### src/rtl/ap3_fifo_reader.sv
// ap3_fifo_reader
//
// Read-side controller for an AP3 RAM block in FIFO mode. Drives the RAM's
// REN and FFLUSH, watches its flags, absorbs the one-cycle RDATA latency and
// hands the popped words to fabric logic as a valid/ready stream through a
// 2-entry buffer, so back-pressure never drops a word.
//
// Parameters
//   DATA_WIDTH   : stream / RDATA width (8, 16 or 32, matching the RAM RMODE)
//   FLUSH_CYCLES : cycles FFLUSH is held per flush (1..15)
//
// Ports
//   RCLK       in   read clock, shared with the RAM
//   RST_N      in   asynchronous active-low reset
//   FFLAGS     in   [0] EMPTY, [1] ALMOST_EMPTY, [3:2] not used
//   RDATA      in   RAM read data, valid the cycle after REN
//   REN        out  RAM read enable (combinational)
//   FFLUSH     out  RAM FIFO flush
//   FLUSH_REQ  in   single-cycle flush request
//   M_DATA     out  stream data (buffer head)
//   M_VALID    out  stream valid
//   M_READY    in   stream ready
//   BUSY       out  high while flushing
//   RD_COUNT   out  16-bit pop counter, present only when the macro
//                   AP3_FIFO_RD_COUNT_EN is defined

module ap3_fifo_reader #(
    parameter int DATA_WIDTH   = 32,
    parameter int FLUSH_CYCLES = 4
) (
    input  logic                  RCLK,
    input  logic                  RST_N,
    input  logic [3:0]            FFLAGS,
    input  logic [DATA_WIDTH-1:0] RDATA,
    output logic                  REN,
    output logic                  FFLUSH,
    input  logic                  FLUSH_REQ,
    output logic [DATA_WIDTH-1:0] M_DATA,
    output logic                  M_VALID,
    input  logic                  M_READY,
    output logic                  BUSY
`ifdef AP3_FIFO_RD_COUNT_EN
    ,
    output logic [15:0]           RD_COUNT
`endif
);

    typedef enum logic {
        RUN   = 1'b0,
        FLUSH = 1'b1
    } state_t;

    localparam logic [3:0] FLUSH_LAST = 4'(FLUSH_CYCLES - 1);

    state_t                 state_q;
    state_t                 state_d;
    logic [3:0]             flush_cnt_q;
    logic                   vld_p1;       // RDATA carries a word this cycle
    logic [1:0]             occ_q;
    logic [DATA_WIDTH-1:0]  head_q;
    logic [DATA_WIDTH-1:0]  tail_q;

    logic                   fifo_empty;
    logic                   almost_empty;
    logic                   pop;
    logic                   push;
    logic [2:0]             credit_used;
    logic [2:0]             credit_limit;
    logic                   credit_ok;
    logic                   guard;
    logic                   ren_d;
    logic                   flush_enter;
    logic                   unused_flags;

    assign fifo_empty   = FFLAGS[0];
    assign almost_empty = FFLAGS[1];
    assign unused_flags = ^FFLAGS[3:2];

    assign M_VALID = (occ_q != 2'd0);
    assign M_DATA  = head_q;
    assign pop     = M_VALID & M_READY;
    assign push    = vld_p1;

    // occ + inflight - pop < 2, rearranged to avoid an unsigned underflow
    assign credit_used  = {1'b0, occ_q} + {2'b00, vld_p1};
    assign credit_limit = 3'd2 + {2'b00, pop};
    assign credit_ok    = (credit_used < credit_limit);

    // The RAM's ALMOST_EMPTY lags a read by a cycle; never issue a second
    // read back-to-back when the FIFO may be down to its last word.
    assign guard = vld_p1 & almost_empty;

    always_comb begin
        state_d     = state_q;
        ren_d       = 1'b0;
        flush_enter = 1'b0;
        case (state_q)
            RUN: begin
                if (FLUSH_REQ) begin
                    state_d     = FLUSH;
                    flush_enter = 1'b1;
                end else begin
                    ren_d = credit_ok & ~fifo_empty & ~guard;
                end
            end
            FLUSH: begin
                if (flush_cnt_q == FLUSH_LAST) begin
                    state_d = RUN;
                end
            end
            default: state_d = RUN;
        endcase
    end

    // Gating with RST_N keeps REN low during reset without waiting for a clock.
    assign REN    = ren_d & RST_N;
    assign FFLUSH = (state_q == FLUSH);
    assign BUSY   = (state_q == FLUSH);

    // ---- stage p0 -> p1: state, in-flight read, output buffer ----
    always_ff @(posedge RCLK or negedge RST_N) begin
        if (!RST_N) begin
            state_q     <= RUN;
            flush_cnt_q <= 4'd0;
            vld_p1      <= 1'b0;
            occ_q       <= 2'd0;
            head_q      <= '0;
            tail_q      <= '0;
        end else begin
            state_q <= state_d;
            vld_p1  <= REN;
            if (flush_enter) begin
                // Emptying the buffer also drops the word returning this cycle.
                occ_q       <= 2'd0;
                flush_cnt_q <= 4'd0;
            end else begin
                if (state_q == FLUSH) begin
                    flush_cnt_q <= flush_cnt_q + 4'd1;
                end
                case (occ_q)
                    2'd0: begin
                        if (push) begin
                            head_q <= RDATA;
                            occ_q  <= 2'd1;
                        end
                    end
                    2'd1: begin
                        case ({push, pop})
                            2'b11:   head_q <= RDATA;
                            2'b10: begin
                                tail_q <= RDATA;
                                occ_q  <= 2'd2;
                            end
                            2'b01:   occ_q  <= 2'd0;
                            default: ;
                        endcase
                    end
                    default: begin
                        // Full: the credit rule guarantees no push without a pop.
                        if (pop) begin
                            head_q <= tail_q;
                            if (push) begin
                                tail_q <= RDATA;
                            end else begin
                                occ_q <= 2'd1;
                            end
                        end
                    end
                endcase
            end
        end
    end

`ifdef AP3_FIFO_RD_COUNT_EN
    logic [15:0] rd_count_q;

    always_ff @(posedge RCLK or negedge RST_N) begin
        if (!RST_N) begin
            rd_count_q <= 16'd0;
        end else if (flush_enter) begin
            rd_count_q <= 16'd0;
        end else if (pop) begin
            rd_count_q <= rd_count_q + 16'd1;
        end
    end

    assign RD_COUNT = rd_count_q;
`endif

endmodule

### config.mk
export PLATFORM = sky130hd
export DESIGN_NAME = ap3_fifo_reader
export DESIGN_NICKNAME = d
export VERILOG_FILES = /design/src/rtl/ap3_fifo_reader.sv
export SDC_FILE = /design/constraint.sdc
export NUM_CORES = 1
export LEC_CHECK = 0
export CORE_ASPECT_RATIO = 2
export CORE_UTILIZATION = 55
export DETAILED_ROUTE_END_ITERATION = 10
export DONT_BUFFER_PORTS = 1
export PLACE_DENSITY = 0.73
export SYNTH_ARGS = -nofsm -noshare
export SYNTH_HDL_FRONTEND = slang
export SYNTH_SLANG_ARGS = --single-unit
### constraint.sdc
create_clock -name RCLK -period 1.5 [get_ports RCLK]
set_input_delay 0.225 -clock RCLK [delete_from_list [all_inputs] [get_ports RCLK]]
set_output_delay 0.225 -clock RCLK [all_outputs]
set_load 0.02 [all_outputs]
### Yosys cells after proc, flatten, opt, wreduce, memory -nomap -nowiden

Index checks and enable logic that the tools add are counted.

* bits in registers: 72
* output and inout port bits: 36
* logic and storage cells: 62

* $add $sub $neg: 3
* $lt $le $gt $ge: 1
* equality and inequality tests: 11
* muxes and demuxes: 21
* bitwise gates (word level): 10
* reduce and logical (&&, ||, !) cells: 10

Operator list (number)
* $mux W32: 5
* $pmux W32 S2: 2
* $mux W2: 4
* $mux W4: 2
* $pmux W2 S2: 2
* $reduce_and A4 Y1: 2
* $reduce_bool A2 Y1: 4
* $and A1 B1 Y1: 5
* $mux W1: 5
* $not A1 Y1: 5
* $reduce_and A5 Y1: 1
* $add A4 B1 Y4 const B: 1
* $eq A2 B1 Y1 const B: 2
* $eq A2 B2 Y1 const B: 2
* $eq A4 B2 Y1 const B: 1
* $ne A2 B1 Y1 const B: 2
* $ne A4 B1 Y1 const B: 1
* $ne A4 B2 Y1 const B: 1
* $reduce_bool A4 Y1: 1
* $add A2 B1 Y3: 1
* $add A2 B1 Y3 const A: 1
* $lt A3 B3 Y1: 1
* $ne A3 B3 Y1 const B: 1
* $reduce_bool A3 Y1: 1
* other kinds (3): 3

### Longest topological paths before layout

Gate-level depths: netlist of the first run.

* word-level depth: 9
* gate-level depth with buffers: 5
* gate-level depth less buffers: 5

### Least setup slack after synthesis of the first run

Ideal clock, no wire load.

* path kind: reg2out
* from: register vld_p1 (netlist: push)
* to: output REN
* arrival: 1464 ps
* required time: 1275 ps
* setup slack: -189 ps
* cell stages (with the launch flop): 4
* buffers on the path: 0
* cell sequence: dfrtp_1 -> ha_1 -> or3_1 -> a21oi_1

* word-level cells in the longest chain between the ends: 7
* elaborated cells between the ends (all ways): 9
* those cells by class: 1 x add/sub; 1 x order compare; 2 x mux; 5 x bitwise

RTL lines
* from (decl): RTL line 58 `logic vld_p1;`
* from (signal assigned): RTL line 125 `vld_p1 <= 1'b0;`
* from (signal assigned): RTL line 131 `vld_p1 <= REN;`
* $add A2 B1 Y3: RTL line 85 `assign credit_used = {1'b0, occ_q} + {2'b00, vld_p1};`
* $lt A3 B3 Y1: RTL line 87 `assign credit_ok = (credit_used < credit_limit);`
* $and A1 B1 Y1: RTL line 103 `ren_d = credit_ok & ~fifo_empty & ~guard;`
* $and A1 B1 Y1 *: RTL line 103
* $mux W1 *: RTL line 99 `if (FLUSH_REQ) begin`
* $mux W1 *: RTL line 97 `case (state_q)`
* $and A1 B1 Y1 *: RTL line 116 `assign REN = ren_d & RST_N;`
* to (decl): RTL line 35 `output logic REN,`

Mark *: on every way between the ends. The rest lies on a longest branch, timed or not.

### Worst setup path in the final report of the first run

* from: register occ_q[0]
* to: output REN

* word-level cells in the longest chain between the ends: 9
* elaborated cells between the ends (all ways): 10
* those cells by class: 2 x add/sub; 1 x order compare; 2 x mux; 4 x bitwise; 1 x reduce/logical

RTL lines
* from (decl): RTL line 59 `logic [1:0] occ_q;`
* from (signal assigned): RTL line 126 `occ_q <= 2'd0;`
* from (signal assigned): RTL line 134 `occ_q <= 2'd0;`
* from (signal assigned): RTL line 144 `occ_q <= 2'd1;`
* $reduce_bool A2 Y1: RTL line 79 `assign M_VALID = (occ_q != 2'd0);`
* $and A1 B1 Y1: RTL line 81 `assign pop = M_VALID & M_READY;`
* $add A2 B1 Y3: RTL line 86 `assign credit_limit = 3'd2 + {2'b00, pop};`
* $lt A3 B3 Y1 *: RTL line 87
* $and A1 B1 Y1 * (2 in a row): RTL line 103
* $mux W1 *: RTL line 99
* $mux W1 *: RTL line 97
* $and A1 B1 Y1 *: RTL line 116

Marked as above.

==> metrics.yaml, run 1 <==
netlist_area_um2: 3360
row_count: 39
hold_viol_final: 72
syn_inst: 216
endpoint_kind: "output port"
fmax_ghz: 0.558
htreeDepth: 3
r2r_end: "tail_q[27]"
drt_first_pass_iters: 9
clk_pin_slew_ns: 0.05
cts_root_buffer: "clkbuf_16"
critPathKind: "reg -> out"
critPathCapture: "REN"
fin_crit_ns: 1.79
final_cells: 311
failed_checks: "DRC, hold timing, setup timing"
synth_seq_area_share_pct: 53.7
num_vias: 1838
final_nets: 288
skew_ns: 0.00530
io_pins: 76
fillers: 367
ys_ff_latch: 72
start_util_pct: 57.8
post-route-period-util_pct: 119
wirelength_um: 7200
design.core.area_um2: 5810
worstPathRequired_ns: 1.27
p_leak_nw: 2.05
gr-total-overflow: 0
r2r-start: "occ_q[1]"
placed_cell_area_um2: 3530
holdWs_ns: -0.416
synth_top_area_share_pct: 53.7
setup_slack_ns: -0.292
cts_tree: "yes"
critPathArrivalTime_ns: 1.57
drtAntennaViolNets: 0
cts.sinks: 72
grtUsageTotal_pct: 25.2
hpwl_um: 4520
dp_cells: 281
synth_area_leaders: "dfrtp_1, mux2_2, mux2_4"
die_y_um: 112
ir_worst_vdd_mv: 1.22
drive_above_1_share_pct: 62.0
outcome: "finished, violations left"
power_density_nw_per_um2: 1550
syn_nets: 259
ys_types: 26
drc: 6
die_area_um2: 6440
relSlewSlack_pct: 82.2
slew_violations: 0
synth_area_per_cell_um2: 15.5
portBuffers: 0
grt_first_pass_wirelength_um: 11600
clk_latency_ns: 0.33
syn2layout_area_growth_pct: 27.3
grt_pass1_vias: 2215
rsz0062_at_grt: "yes"
grt_max_degree: 74
fin_area_um2: 4270
numCtsBuffers: 9
clock_path_buffers: 2
avgRoutedWirePerCell_um: 23.1
n_antenna_cell: 0
ys_warn_count: 0
cp_max_fo: 4
viasPerCell: 5.91
setup_viol: 65
gp_congestion: 0.756
drt_iter0_drc: 52
crit_path_start: "occ_q[0]"
hp-class: "in -> async"
rr_worst_depth: 6
r2r_slack_ns: -0.18
startpoint_type: "flop"
die_w_um: 57.2
cap_violations: 0
tightest_slew_ns: 0.267
antenna_found_initial: 0
synth_largest_area_cell: "dfrtp_1"
[metal layers]
| layer | track usage (%) | share of wire, % | vias to the layer above |
|---|---|---|---|
| met5 | 0 | 0 | - |
| met4 | 11.9 | 2.3 | 0 |
| met3 | 7.60 | 5.1 | 12 |
| met2 | 45.6 | 57 | 54 |
| met1 | 25.5 | 36 | 939 |
| li1 | - | - | 833 |
[cell usage in the layout, fill, tap and decap left out, types with 3 or more instances in the layout]
cell type / n
o21ai_0: 3
clkbuf_16: 10
nor2_1: 3
buf_4: 9
mux2_4: 62
dfrtp_2: 4
buf_12: 11
dfrtp_1: 68
nor2b_1: 3
nand2b_1: 3
mux2_2: 36
buf_6: 4
[state kept, by name, indices dropped and copies added, names as in the netlist]
signal,cells
push,1
M_DATA,32
tail_q,32
flush_cnt_q,4
BUSY,1
occ_q,2
[cell type report]
| class | count | area, µm² | area share (%) |
|---|---|---|---|
| well taps | 61 | 76.3 | 1.79 |
| clock inverters | 3 | 40.0 | 0.937 |
| inverters | 2 | 7.51 | 0.176 |
| flip-flops and latches | 72 | 1810 | 42.3 |
| clock buffers | 13 | 260 | 6.09 |
| repair buffers | 29 | 443 | 10.4 |
| multi-input cells | 131 | 1640 | 38.4 |
[worst min path at each step]
stage | start | end | slack (ns) | depth (start not counted)
detailed placement | RST_N | M_DATA[6] | -0.07 | 0
CTS | RST_N | M_DATA[6] | -0.43 | 0
global placement | RST_N | M_DATA[6] | -0.07 | 0
floorplan | RST_N | BUSY | -0.07 | 0
global route | RST_N | M_DATA[6] | -0.43 | 0
finish | RST_N | M_DATA[6] | -0.42 | 0
[stage by stage]
step	power, W	TNS [ns]	hold WS (ns)	utilization [%]	worst slack, ns
3_3_place_gp	0.00436	-2.53	-0.0693	60.8	-0.0845
2_1_floorplan	0.00416	-0.162	-0.0706	-	-0.00540
4_1_cts	0.00667	-13.07	-0.428	73.1	-0.297
3_5_place_dp	0.00445	-5.40	-0.0693	60.8	-0.150
6_report	0.00663	-9.25	-0.416	73.6	-0.292
5_1_grt	0.00689	-11.30	-0.431	73.6	-0.331
[power by group]
part           internal (W)  total [W]  leakage [nW]  switching (W)
Combinational      0.000797    0.00116         0.959       0.000360
Sequential          0.00245    0.00334         0.940       0.000887
Clock               0.00137    0.00213         0.150       0.000756
[cells by family (layout without fill, tap and decap cells)]
logic type | Yosys count | count (layout) | synth area share (%)
compound gates | 11 | 11 | 2.53
flops | 72 | 72 | 53.7
mux | 98 | 98 | 36.2
simple gates | 18 | 18 | 3.28
xor+xnor | 1 | 1 | 0.261
buf+inv | 13 | 47 | 2.91
fa+ha+maj | 3 | 3 | 1.12
[worst max-delay path, stage by stage, from the launching register on]
cell	delay, ns
dfrtp_2	0.44
ha_4	0.22
or3_4	0.34
a21oi_4	0.24
[synth_stat cells]
| master | number |
|---|---|
| dfrtp_1 | 72 |
| mux2_2 | 64 |
| mux2_4 | 30 |
| a21oi_1 | 4 |
| buf_4 | 4 |
| buf_6 | 4 |
| mux2_1 | 4 |
| buf_2 | 3 |
| ha_1 | 3 |
| nand2b_1 | 3 |
| nor2_1 | 3 |
| nor2b_1 | 3 |
| o21ai_0 | 3 |
| a22o_1 | 2 |
| inv_1 | 2 |
| nand3_1 | 2 |
| and2_1 | 1 |
| nand2_1 | 1 |
| nand3b_1 | 1 |
| nand4b_1 | 1 |
| nor2_2 | 1 |
| nor3b_2 | 1 |
| o211ai_2 | 1 |
| o221a_4 | 1 |
| or3_1 | 1 |
| xnor2_1 | 1 |
[timing repair]
action	4_1_cts	5_1_grt
resized for setup	43	22
hold endpoints to repair	72	72
buffers inserted	12	2
pin swaps	6	2
gates cloned	4	1
setup endpoints to repair	65	65
Power figures use the tool's default switching activity.
==> run 2: changes to the inputs <==
GPL_TIMING_DRIVEN = 0   (was default)
==> metrics.yaml, run 2 (synthesized netlist as in run 1, its figures left out) <==
fin_util_pct: 71.5
slowest_delay_ns: 0.42
die_w_um: 57.2
n_antenna_cell: 0
fillers: 404
failed_checks: "DRC, hold timing, setup timing"
r2r_end: "tail_q[10]"
pre_cts_slack_ns: -0.213
post-route-period-util_pct: 120
clock_path_buffers: 2
cts.sinks: 72
clk_latency_ns: 0.33
path_buf_inv: 3
drive_above_1_share_pct: 61.4
ir_worst_vdd_mv: 1.40
syn2layout_area_growth_pct: 23.7
htreeDepth: 3
path_cells: "buf_4, nor3b_2, o211ai_2, buf_6, bufbuf_16, mux2_2"
power_density_nw_per_um2: 1600
drt_first_pass_iters: 9
final_common_cell: "dfrtp_1"
hpwl_um: 4690
r2r_slack_ns: -0.29
design.core.area_um2: 5810
fin_crit_ns: 1.79
start_util_pct: 57.8
startpoint_type: "flop"
wirelength_um: 7250
drt_iter0_drc: 86
r2r-start: "occ_q[0]"
grtUsageTotal_pct: 25.2
worst_path_dominant_cell_family: "buffers and inverters"
hold_viol_final: 72
final_nets: 288
avgRoutedWirePerCell_um: 23.4
viasPerCell: 6.05
critPathKind: "reg -> reg"
relSlewSlack_pct: 82.0
skew_ns: 0.00438
layout_common_cells: "dfrtp_1, mux2_2, mux2_4"
cap_violations: 0
gr-total-overflow: 0
tightest_slew_ns: 0.270
outcome: "finished, violations left"
grt_pass1_vias: 2259
rsz0062_at_grt: "yes"
grt_max_degree: 74
drc: 6
die_area_um2: 6440
num_vias: 1875
critPathArrivalTime_ns: 2.00
portBuffers: 0
gp_congestion: 0.704
clk_pin_slew_ns: 0.05
p_leak_nw: 1.95
antenna_found_initial: 0
rr_worst_depth: 6
grt_first_pass_wirelength_um: 11600
holdWs_ns: -0.410
die_y_um: 112
cts_root_buffer: "clkbuf_16"
io_pins: 76
setup_slack_ns: -0.295
drtAntennaViolNets: 0
row_count: 39
hp-class: "in -> async"
slew_violations: 0
numCtsBuffers: 9
worstPathRequired_ns: 1.71
crit_slowest_cell: "dfrtp_2"
cts_tree: "yes"
fmax_ghz: 0.557
cp_max_fo: 5
endpoint_kind: "flop"
setup_viol: 65
-- run 2: cell types whose count changed in the layout (fill, tap and decap cells not counted), sizes merged --
cell,change
clkinv,-2
clkbuf,-1
clkinvlp,+1
bufbuf,+1
-- run 2: area by class of cell --
class                      instances  area, µm²  area share [%]
sequential                        72       1810            43.5
multi-input combinational        131       1530            36.9
timing repair buffer              20        295            7.11
clock buffer                      13        270            6.51
buffer                             9        126            3.04
tap                               61       76.3            1.84
clock inverter                     2       37.5           0.904
inverter                           2       7.51           0.181
-- run 2: how the worst max path moves through the flow --
stage / cells past startpoint / slack, ns / end / startpoint
global route: 5 / -0.36 / REN / occ_q[0]
floorplan: 5 / -0.005 / M_DATA[0] / occ_q[1]
global placement: 4 / -0.15 / tail_q[30] / occ_q[0]
detailed placement: 4 / -0.21 / tail_q[27] / occ_q[0]
CTS: 3 / -0.31 / REN / occ_q[0]
finish: 6 / -0.29 / tail_q[10] / occ_q[0]
-- run 2: power breakdown --
| group | switching, W | internal (W) |
|---|---|---|
| logic | 0.000353 | 0.000766 |
| clock network | 0.000730 | 0.00141 |
| registers | 0.000917 | 0.00245 |
-- run 2: metal layers --
layer,GRT usage [%],wire (µm),vias to the layer above
li1,-,-,836
met1,24.2,2390,966
met2,47.0,4340,58
met3,7.37,366,15
met4,12.0,153,0
met5,0,0,-
-- run 2: metrics by stage --
| stage | setup TNS, ns | instance area (µm²) | hold slack (ns) | instances | total power (W) |
|---|---|---|---|---|---|
| after global placement | -7.33 | 3480 | -0.0693 | 277 | 0.00432 |
| after CTS | -12.47 | 4240 | -0.424 | 315 | 0.00671 |
| after detailed placement | -10.55 | 3480 | -0.0693 | 277 | 0.00444 |
| final | -10.72 | 4150 | -0.410 | 310 | 0.00663 |
| after global routing | -13.19 | 4150 | -0.429 | 310 | 0.00688 |
| after floorplan | -0.162 | 3400 | -0.0706 | 216 | 0.00416 |
-- run 2: repair_timing --
action,in CTS,in global routing
resized for setup,40,7
endpoints found under the setup margin,63,65
cloned,7,0
buffers inserted,17,0
hold endpoints to repair,72,72
pin swaps,3,4
-- run 2: worst reg2reg max path: stages, from the launching register on --
cell and delay (ns):
dfrtp_2 0.42, buf_4 0.17, nor3b_2 0.16, o211ai_2 0.15
buf_6 0.18, bufbuf_16 0.27, mux2_2 0.33
==> run 3: changes to the inputs <==
==> constraint.sdc (replaced) <==
create_clock -name RCLK -period 1.5 [get_ports RCLK]
set_input_delay 0.15 -clock RCLK [delete_from_list [all_inputs] [get_ports RCLK]]
set_output_delay 0.15 -clock RCLK [all_outputs]
set_load 0.02 [all_outputs]
==> metrics.yaml, run 3 (synthesized netlist as in run 1, its figures left out) <==
cts_root_buffer: "clkbuf_16"
power_density_nw_per_um2: 1460
hpwl_um: 4580
r2r_end: "M_DATA[1]"
critPathKind: "reg -> out"
rr_worst_depth: 6
n_antenna_cell: 0
hp-class: "in -> async"
die_w_um: 57.2
grt_pass1_vias: 2387
slew_violations: 0
gp_congestion: 0.691
ir_worst_vdd_mv: 0.959
outcome: "finished, violations left"
setup_slack_ns: -0.246
final_common_cell: "dfrtp_1"
fmax_ghz: 0.573
skew_ns: 0.00663
num_vias: 2049
viasPerCell: 5.90
cp_max_fo: 2
io_pins: 76
worstPathRequired_ns: 1.35
drive_above_1_share_pct: 54.9
layout_common_cells: "dfrtp_1, mux2_4, mux2_2"
portBuffers: 0
start_util_pct: 57.8
endpoint_kind: "output port"
relSlewSlack_pct: 79.4
wirelength_um: 8110
r2r-start: "occ_q[0]"
htreeDepth: 3
clock_path_buffers: 2
p_leak_nw: 2.22
syn2layout_area_growth_pct: 37.8
cap_violations: 0
grt_first_pass_wirelength_um: 11900
die_area_um2: 6440
design.core.area_um2: 5810
critPathArrivalTime_ns: 1.60
cts-hold-fix-buffers: 33
grt_max_degree: 74
cts_tree: "yes"
gr-total-overflow: 0
clk_latency_ns: 0.34
startpoint_type: "flop"
hold_viol_final: 72
row_count: 39
r2r_slack_ns: -0.19
final_nets: 324
drt_iter0_drc: 110
fin_crit_ns: 1.75
numCtsBuffers: 9
grtUsageTotal_pct: 25.0
fin_util_pct: 79.7
tightest_slew_ns: 0.309
failed_checks: "DRC, hold timing, setup timing"
holdWs_ns: -0.496
cts.sinks: 72
drt_first_pass_iters: 7
drtAntennaViolNets: 0
rsz0062_at_grt: "yes"
setup_viol: 65
post-route-period-util_pct: 116
antenna_found_initial: 0
avgRoutedWirePerCell_um: 23.4
die_y_um: 112
clk_pin_slew_ns: 0.06
drc: 6
run 3: cell types whose count changed in the layout (fill, tap and decap cells not counted), sizes merged:
cell and delta:
clkbuf +5, dlygate4sd3 +33, bufbuf -1, bufinv -1
buf +1
run 3: power by group:
group          switching [W]  internal [W]
Combinational       0.000373      0.000880
Sequential          0.000928       0.00245
Clock               0.000775       0.00135
Total                0.00208       0.00468
run 3: timing repair:
item	4_1_cts	5_1_grt
buffers inserted	9	8
resized for setup	24	61
hold endpoints to repair	105	72
gates cloned	4	3
setup endpoints to repair	62	66
pin swaps	6	4
run 3: stage by stage:
step / std cells / setup TNS, ns / cell area, µm² / worst slack (ns) / total power, W
2_1_floorplan: 216 / -0.244 / 3370 / -0.00813 / 0.00415
3_3_place_gp: 277 / -5.89 / 3450 / -0.126 / 0.00431
3_5_place_dp: 277 / -8.29 / 3450 / -0.163 / 0.00442
4_1_cts: 339 / -9.88 / 4350 / -0.255 / 0.00671
5_1_grt: 347 / -11.55 / 4630 / -0.286 / 0.00698
6_report: 347 / -9.07 / 4630 / -0.246 / 0.00675
run 3: how the worst max path moves through the flow:
stage               startpoint         end  slack, ns  cells past startpoint
detailed placement    occ_q[1]  M_DATA[19]      -0.16                      5
floorplan             occ_q[1]   M_DATA[0]     -0.008                      5
global route              push         REN      -0.29                      3
CTS                       push         REN      -0.25                      3
global placement      occ_q[1]  M_DATA[20]      -0.13                      5
finish                    push         REN      -0.25                      3
run 3: worst max-delay path, stage by stage, from the launching register on:
cell and delay [ns]:
dfrtp_2 0.42, ha_4 0.24, or3_4 0.39, a21oi_4 0.22
run 3: cell type report:
type	instances	area (µm²)
timing repair buffer	57	681
inverter	2	7.51
buffer	8	114
tap	61	76.3
fill	319	1180
clock buffer	15	298
clock inverter	1	7.51
multi-input combinational	131	1640
sequential	72	1800
run 3: layer usage:
layer / vias to the layer above / wire length (µm) / GRT usage [%]
met4: 0 / 259 / 9.59
met5: - / 0 / 0
li1: 906 / - / -
met1: 1068 / 3030 / 26.4
met3: 17 / 286 / 5.53
met2: 58 / 4540 / 46.7
